`src/rtl/uart_pkg.sv`:
```
// Shared UART RX constants: default frame/prescale widths and bit-order encodings.
package uart_pkg;

  localparam int UART_DATA_WIDTH     = 8;
  localparam int UART_PRESCALE_WIDTH = 6;

  localparam logic LSB_FIRST = 1'b0;
  localparam logic MSB_FIRST = 1'b1;

endpackage

```
`src/rtl/deserializer_cfg.sv`:
```
// UART RX deserializer: collects 1..DATA_WIDTH sampled bits, LSB/MSB first, into a right-justified word.
// Latency: P_DATA/P_DATA_VLD one CLK after the final sampling tick; VLD is a single-cycle strobe.
// No backpressure: consumer must take P_DATA on the VLD strobe; deser_en low aborts a partial frame.
module deserializer_cfg
  import uart_pkg::*;
#(
  parameter  int DATA_WIDTH     = UART_DATA_WIDTH,
  parameter  int PRESCALE_WIDTH = UART_PRESCALE_WIDTH,
  localparam int CNT_WIDTH      = $clog2(DATA_WIDTH + 1)
) (
  input  logic                      CLK,
  input  logic                      RST,
  input  logic                      deser_en,
  input  logic                      sampled_bit,
  input  logic [PRESCALE_WIDTH-1:0] edge_cnt,
  input  logic [PRESCALE_WIDTH-1:0] Prescale,
  input  logic [CNT_WIDTH-1:0]      data_len,
  input  logic                      msb_first,
  output logic [DATA_WIDTH-1:0]     P_DATA,
  output logic                      P_DATA_VLD,
  output logic                      busy
);

  logic [CNT_WIDTH-1:0]      bit_cnt;
  logic [CNT_WIDTH-1:0]      len_q;
  logic                      order_q;
  logic [DATA_WIDTH-1:0]     sreg;

  logic [PRESCALE_WIDTH-1:0] last_edge;
  logic                      tick;
  logic                      first;
  logic                      done;
  logic                      cur_order;
  logic [CNT_WIDTH-1:0]      eff_len;
  logic [CNT_WIDTH-1:0]      cur_len;
  logic [CNT_WIDTH-1:0]      cnt_inc;
  logic [DATA_WIDTH-1:0]     base;
  logic [DATA_WIDTH-1:0]     next_sreg;

  // Prescale of 0 wraps to all-ones, so edge 2^W-1 becomes the sampling point.
  assign last_edge = Prescale - PRESCALE_WIDTH'(1);
  assign tick      = deser_en && (edge_cnt == last_edge);
  assign busy      = (bit_cnt != '0);

  always_comb begin
    eff_len = data_len;
    if ((data_len == '0) || (data_len > CNT_WIDTH'(DATA_WIDTH)))
      eff_len = CNT_WIDTH'(DATA_WIDTH);

    // On the first tick the live config applies; afterwards the latched copy does.
    first     = (bit_cnt == '0);
    cur_len   = first ? eff_len   : len_q;
    cur_order = first ? msb_first : order_q;
    base      = first ? '0        : sreg;

    next_sreg = base;
    if (cur_order == MSB_FIRST) begin
      next_sreg = {base[DATA_WIDTH-2:0], sampled_bit};
    end else begin
      for (int i = 0; i < DATA_WIDTH; i++)
        if (CNT_WIDTH'(i) == bit_cnt) next_sreg[i] = sampled_bit;
    end

    cnt_inc = bit_cnt + CNT_WIDTH'(1);
    done    = tick && (cnt_inc == cur_len);
  end

  always_ff @(posedge CLK or posedge RST) begin
    if (RST) begin
      bit_cnt <= '0;
      len_q   <= '0;
      order_q <= LSB_FIRST;
      sreg    <= '0;
    end else if (!deser_en) begin
      bit_cnt <= '0;
    end else if (tick) begin
      sreg    <= next_sreg;
      bit_cnt <= done ? '0 : cnt_inc;
      if (first) begin
        len_q   <= eff_len;
        order_q <= msb_first;
      end
    end
  end

  always_ff @(posedge CLK or posedge RST) begin
    if (RST) begin
      P_DATA     <= '0;
      P_DATA_VLD <= 1'b0;
    end else begin
      P_DATA_VLD <= done;
      if (done) P_DATA <= next_sreg;
    end
  end

endmodule

```
`config.mk`:
```
export PLATFORM = sky130hd
export DESIGN_NAME = deserializer_cfg
export DESIGN_NICKNAME = d
export VERILOG_FILES = /design/src/rtl/uart_pkg.sv /design/src/rtl/deserializer_cfg.sv
export SDC_FILE = /design/constraint.sdc
export NUM_CORES = 1
export LEC_CHECK = 0
export CORE_MARGIN = 2
export CORE_UTILIZATION = 47
export CTS_BUF_LIST = sky130_fd_sc_hd__clkbuf_8
export DETAILED_ROUTE_END_ITERATION = 10
export PLACE_DENSITY = 0.86
export SETUP_SLACK_MARGIN = 0.4
export SYNTH_ARGS = -nofsm -noshare
export SYNTH_HDL_FRONTEND = slang
export SYNTH_SLANG_ARGS = --single-unit
```
`constraint.sdc`:
```
create_clock -name CLK -period 2.25 [get_ports CLK]
set_input_delay 0.5625 -clock CLK [delete_from_list [all_inputs] [get_ports CLK]]
set_output_delay 0.5625 -clock CLK [all_outputs]
set_load 0.02 [all_outputs]
```
==> metrics, run 1 <==
die footprint=4243 um2; All-Layer GR Usage=24.38%; Inserted Diodes=0; Critical Path Sink Type=flip-flop; Die X=65.14 um; leakage power=1.368 nW; max-cap viol count=0; R2R cell count=10; die height=65.14 um; total iterations of the first detailed-routing run=4; Ports=31; status=complete, but fails checks; fin crit period=2.479 ns; CP Cell Sequence=inv_2 > ha_4 > nor3b_4 > buf_6 > mux2i_4 > xor2_1 > buf_4 > nand4_4 > nor2_4 > mux2_4; FP Rows=22; EDFF count, synth=0; Yosys top cell area share=37.04%; complex-gate fraction of the synthesized area=11.82%; Sink Count=26; Max Slew Vio Count=0; cells after synthesis=163; Synth Cell Area=1757 um2; hold buffers post-CTS=0; main combinational cell family by area after synthesis=multiplexers; critical path depth=10; syn_nets=189; CP arrival=2.64 ns; Synth area leaders=dfrtp_1 37%, mux2_2 8.3%, mux2_4 6.8%; RSZ-0062 raised after global routing=yes; synthesized-area fraction occupied by adder cells=3.561%; CTS max path bufs=2; Worst VDD drop=220.6 uV; failing checks=negative setup slack; Final nets=266; input/output buffers=30; dpl cell area=2382 um2; DR iter-0 viols=137; Tcrit/Tclk final=110.2%; setup TNS=-2.051 ns; DPL Wire Length=2.982 mm; cell taking the most area after synthesis=dfrtp_1; Crit-path slowest cell=dfrtp_2; Worst Setup Start Kind=flip-flop; post-route ant nets=0; PwrDens=424.9 nW/um2; worst-path maximum fanout=4; HP Start=P_DATA[5]; count leader, synth=dfrtp_1; measured slew at the worst slew-check pin=0.4396 ns; top post-synthesis cells by count=26 x dfrtp_1, 13 x mux2_2, 10 x nor2_1; Most used DFF post-synth=dfrtp_1; Root Driver=clkbuf_8; starting density of the core=48.35%; H-tree Lvls=1; Cell variety after synth=42; crit-path leading delay family=simple AND/OR/NAND/NOR gates; synth warn=0; post-layout util=79.17%; crit path launch=bit_cnt[0]; total vias in the final route=1,632; Synth Area in Simple Gates=16.81%; setup violators final=12; Worst EP required=2.41 ns; DR vias/cell=5.686; wire length of the first global-routing pass=7.948 mm; CP max stage delay=0.43 ns; DRC=0; FF+latch count, synth=26; WL final=5.692 mm; Hold Crit Depth=1; RR Startpoint=bit_cnt[0]; grt total ovfl=0; GPL Wtd Cong=0.8169; largest net degree at the start of global routing=27; clock skew=0.007719 ns; f_max=403.3 MHz; Worst-path clk slew=0.10 ns; Synth Area in XOR/XNOR=7.336%; sequential area share after synthesis=37.04%; P&R area growth vs syn=63.75%; setup ws final=-0.2293 ns; vias in the first global route=1,691; Worst Hold Class=reg2reg; CTS Buf Count=3; Tot Pwr=1.222 mW; cell count after placement=265; Non-Filler Instances=287; layout cells sized above 1=53.97%; Design Area, Final=2877 um2; post-synthesis mux area share=19.16%; Rel. slew slack=70.47%; WL/cell=19.83 um; critical path type=reg2reg; Buf/Inv on CP=3; Clock Latency Late Sink=0.28 ns; initial antenna violation count=0; final hold violations=0; CTS tree=done; Synth async-reset ratio=100.0%; Avg Cell Area, Syn=10.78 um2; Core Region=3633 um2
-- sequential cells by signal, summed over array words and instances, names as in the netlist --
name        flops
P_DATA_VLD      1
sreg            8
order_q         1
bit_cnt         4
P_DATA          8
len_q           4
-- what timing repair did --
item	CTS	global route
setup buffers	8	9
gates cloned	1	0
resized for setup	46	50
pin swaps	15	18
setup endpoints to repair	27	29
-- cell families (layout without fill, tap and decap cells) --
kind of cell / Yosys count / after routing
buffers and inverters: 16 / 91
XOR/XNOR: 13 / 13
AO/OA/AOI/OAI: 30 / 30
multiplexers: 28 / 28
AND/OR/NAND/NOR: 45 / 46
adder cells (fa/ha/maj): 5 / 5
flip-flops: 26 / 26
-- layout by cell type, fill, tap and decap left out, types with 2 or more instances in the layout --
cell type        instances
buf_4                   37
dfrtp_1                 25
mux2_4                  18
clkdlybuf4s50_1         16
buf_6                   10
nor2b_1                  9
nor2_1                   7
o21ai_0                  5
mux2i_1                  5
xnor2_2                  5
dlygate4sd2_1            5
inv_1                    4
nand2_1                  4
xor2_1                   4
buf_8                    4
dlymetal6s2s_1           4
inv_4                    3
nor2_4                   3
xor2_2                   3
a21oi_1                  3
mux2_2                   3
o21ai_2                  3
ha_4                     3
clkbuf_8                 3
a32o_1                   2
o2bb2ai_2                2
nor3_2                   2
nor3_1                   2
nand2_4                  2
inv_2                    2
-- stage by stage --
stage	setup slack, ns	hold slack, ns
4_1_cts	-0.1074	0.5035
5_1_grt	-0.2980	0.5323
6_report	-0.2293	0.5229
2_1_floorplan	-0.08365	0.4489
3_5_place_dp	-0.6306	0.4870
3_3_place_gp	-0.5105	0.4683
-- report_power, final --
| part | switching (mW) | total (mW) | internal, mW |
|---|---|---|---|
| clock network | 0.156 | 0.394 | 0.238 |
| logic | 0.146 | 0.311 | 0.165 |
| registers | 0.0269 | 0.517 | 0.490 |
| total | 0.329 | 1.22 | 0.894 |
-- routing by layer --
| metal | vias up | wire length, um | track usage, % |
|---|---|---|---|
| li1 | 735 | - | - |
| met1 | 788 | 2235 | 28.93 |
| met2 | 82 | 2932 | 43.17 |
| met3 | 27 | 293 | 3.425 |
| met4 | 0 | 231 | 11.98 |
| met5 | - | 0 | 0 |
-- worst reg2reg max path: stages, from the launching register on --
cell,delay [ns]
dfrtp_2,0.43
inv_2,0.09
ha_4,0.14
nor3b_4,0.23
buf_6,0.16
mux2i_4,0.24
xor2_1,0.18
buf_4,0.16
nand4_4,0.18
nor2_4,0.25
mux2_4,0.33
-- final cells by class --
| type | count | area, um2 |
|---|---|---|
| clock inverter | 1 | 30.03 |
| fill | 199 | 757.0 |
| timing repair buffer | 78 | 714.4 |
| tap | 48 | 60.06 |
| inverter | 9 | 41.29 |
| sequential | 26 | 651.9 |
| multi-input combinational | 122 | 1338 |
| clock buffer | 3 | 41.29 |
-- path summary, 6_finish.rpt --
path	to	slack [ns]
worst min-delay path	P_DATA[5]	0.52
worst min register to register	P_DATA[5]	0.52
worst max-delay path	P_DATA[6]	-0.23
max in group asynchronous	bit_cnt[0]	1.34
min in group asynchronous	order_q	0.64
worst max register to register	P_DATA[6]	-0.23
(Power assumes the default switching activity.)
==> run 2, diff against run 1 <==
--- a/config.mk
+++ b/config.mk
@@ -9,7 +9,7 @@
 export CORE_UTILIZATION = 47
 export CTS_BUF_LIST = sky130_fd_sc_hd__clkbuf_8
 export DETAILED_ROUTE_END_ITERATION = 10
-export PLACE_DENSITY = 0.86
+export PLACE_DENSITY = 0.83
 export SETUP_SLACK_MARGIN = 0.4
 export SYNTH_ARGS = -nofsm -noshare
 export SYNTH_HDL_FRONTEND = slang
==> constraint.sdc (replaced) <==
create_clock -name CLK -period 2.7 [get_ports CLK]
set_input_delay 0.675 -clock CLK [delete_from_list [all_inputs] [get_ports CLK]]
set_output_delay 0.675 -clock CLK [all_outputs]
set_load 0.02 [all_outputs]
==> run 2 against run 1 <==
Net effect:
- critical endpoint is now P_DATA[0]
- the flow now finishes without violations
- register-to-register slack gained 0.54 ns
- sequential power shrank 15%
- count of clock-buffer cells in the layout is the same
- largest power group unchanged
- utilization shrank 11 points
- highest routed layer unchanged
- hold slack lost 0.0015 ns
==> metrics, run 2 (synthesis gave the netlist of run 1 again) <==
CP arrival=2.56 ns; RSZ-0062 raised after global routing=yes; H-tree Lvls=1; DR WL met3=245 um; WL final=4.045 mm; Non-Filler Instances=268; total iterations of the first detailed-routing run=4; Die X=65.14 um; Max Slew Vio Count=0; fin crit period=2.393 ns; die footprint=4243 um2; All-Layer GR Usage=19.99%; post-layout util=68.53%; layout cells sized above 1=35.91%; clock skew=0.002121 ns; Worst EP required=2.87 ns; Worst Hold Class=reg2reg; vias in the first global route=1,375; Inserted Diodes=0; WL/cell=15.09 um; FP Rows=22; PwrDens=377.9 nW/um2; Tcrit/Tclk final=88.63%; RR Startpoint=bit_cnt[0]; CTS max path bufs=2; GPL Wtd Cong=0.8047; setup violators final=0; Critical Path Sink Type=flip-flop; grt total ovfl=0; multi-input combinational cell area=1136 um2; max-cap viol count=0; Reg area=651.9 um2; CTS tree=done; M1 WL=1.632 mm; die height=65.14 um; DPL Wire Length=2.738 mm; filler instances=287; DR iter-0 viols=66; crit path launch=bit_cnt[0]; HP Start=P_DATA[5]; wire length of the first global-routing pass=6.396 mm; Final nets=247; Worst-path clk slew=0.09 ns; worst-path maximum fanout=5; Root Driver=clkbuf_8; cell count after placement=247; DRC=0; P&R area growth vs syn=41.74%; setup ws final=0.3071 ns; f_max=417.9 MHz; commonest non-fill, non-tap cells in the layout=25 x dfrtp_1, 25 x buf_4, 23 x clkdlybuf4s50_1; total vias in the final route=1,444; final hold violations=0; largest net degree at the start of global routing=27; DR vias/cell=5.388; initial antenna violation count=0; starting density of the core=48.35%; DP Worst Slack=-0.2716 ns; Tot Pwr=0.9408 mW; Worst Setup Start Kind=flip-flop; measured slew at the worst slew-check pin=0.4561 ns; input/output buffers=30; Hold WS=0.5213 ns; status=completed; Rel. slew slack=69.60%; CTS Buf Count=3; Crit-path slowest cell=dfrtp_2; Ports=31; Worst VDD drop=294.1 uV; leakage power=1.146 nW; Sink Count=26; CP max stage delay=0.43 ns; post-route ant nets=0; Core Region=3633 um2; wire length on met2=2.078 mm; max layer used=met4; Clock Latency Late Sink=0.28 ns; critical path type=reg2reg; CP Cell Sequence=inv_4 > ha_4 > nor3b_4 > buf_6 > mux2i_4 > xor2_1 > buf_4 > nand4_4 > nor2_8 > mux2_4; Largest regs=P_DATA: 8 flops, sreg: 8 flops
run 2: cell types whose count changed in the layout (fill, tap and decap cells not counted), moves of 4 or more:
| cell | change |
|---|---|
| clkdlybuf4s50_1 | +7 |
| o21ai_0 | +4 |
| buf_8 | -4 |
| buf_4 | -12 |
| buf_6 | -5 |
| mux2_2 | +10 |
| mux2_4 | -10 |
run 2: area by class of cell:
| type | instances | share of cell area [%] |
|---|---|---|
| tap | 48 | 2.412 |
| clock buffer | 3 | 1.658 |
| clock inverter | 1 | 1.206 |
| timing repair buffer | 59 | 21.36 |
| multi-input combinational | 122 | 45.63 |
| inverter | 9 | 1.558 |
| sequential | 26 | 26.18 |
run 2: final timing paths:
check	end	slack, ns	cells after the start
max	P_DATA[0]	0.31	10
min	P_DATA[5]	0.52	1
max reg2reg	P_DATA[0]	0.31	10
min reg2reg	P_DATA[5]	0.52	1
max in group asynchronous	bit_cnt[0]	1.69	3
min in group asynchronous	P_DATA[5]	0.74	3
run 2: metal layers:
| layer | vias up | GRT usage, % |
|---|---|---|
| met3 | 7 | 2.911 |
| met1 | 683 | 25.28 |
| met5 | - | 0 |
| met2 | 55 | 33.51 |
| li1 | 699 | - |
| met4 | 0 | 9.896 |
run 2: stage by stage:
| step | setup TNS (ns) | area (um2) |
|---|---|---|
| 4_1_cts | 0 | 2386 |
| 3_3_place_gp | -3.058 | 2187 |
| 6_report | 0 | 2490 |
| 2_1_floorplan | 0 | 1770 |
| 3_5_place_dp | -3.765 | 2187 |
| 5_1_grt | 0 | 2490 |
run 2: repair_timing:
item	CTS	global route
endpoints found under the hold margin	0	0
resized for setup	15	20
setup endpoints to repair	27	23
setup buffers	10	6
pin swaps	13	7
cloned	1	0
hold buffers	0	0
run 2: where the power goes:
part,switching (mW),internal (mW),leakage (nW)
combinational,0.0760,0.102,0.751
sequential,0.0284,0.408,0.359
clock,0.127,0.199,0.0357
total,0.232,0.709,1.15
run 2: critical path, delay by kind of cell (launching register included):
kind	cells	cell delay (ns)
fa+ha+maj	1	0.13
simple gates	3	0.65
buf+inv	3	0.36
mux	2	0.55
flops	1	0.43
xor+xnor	1	0.16
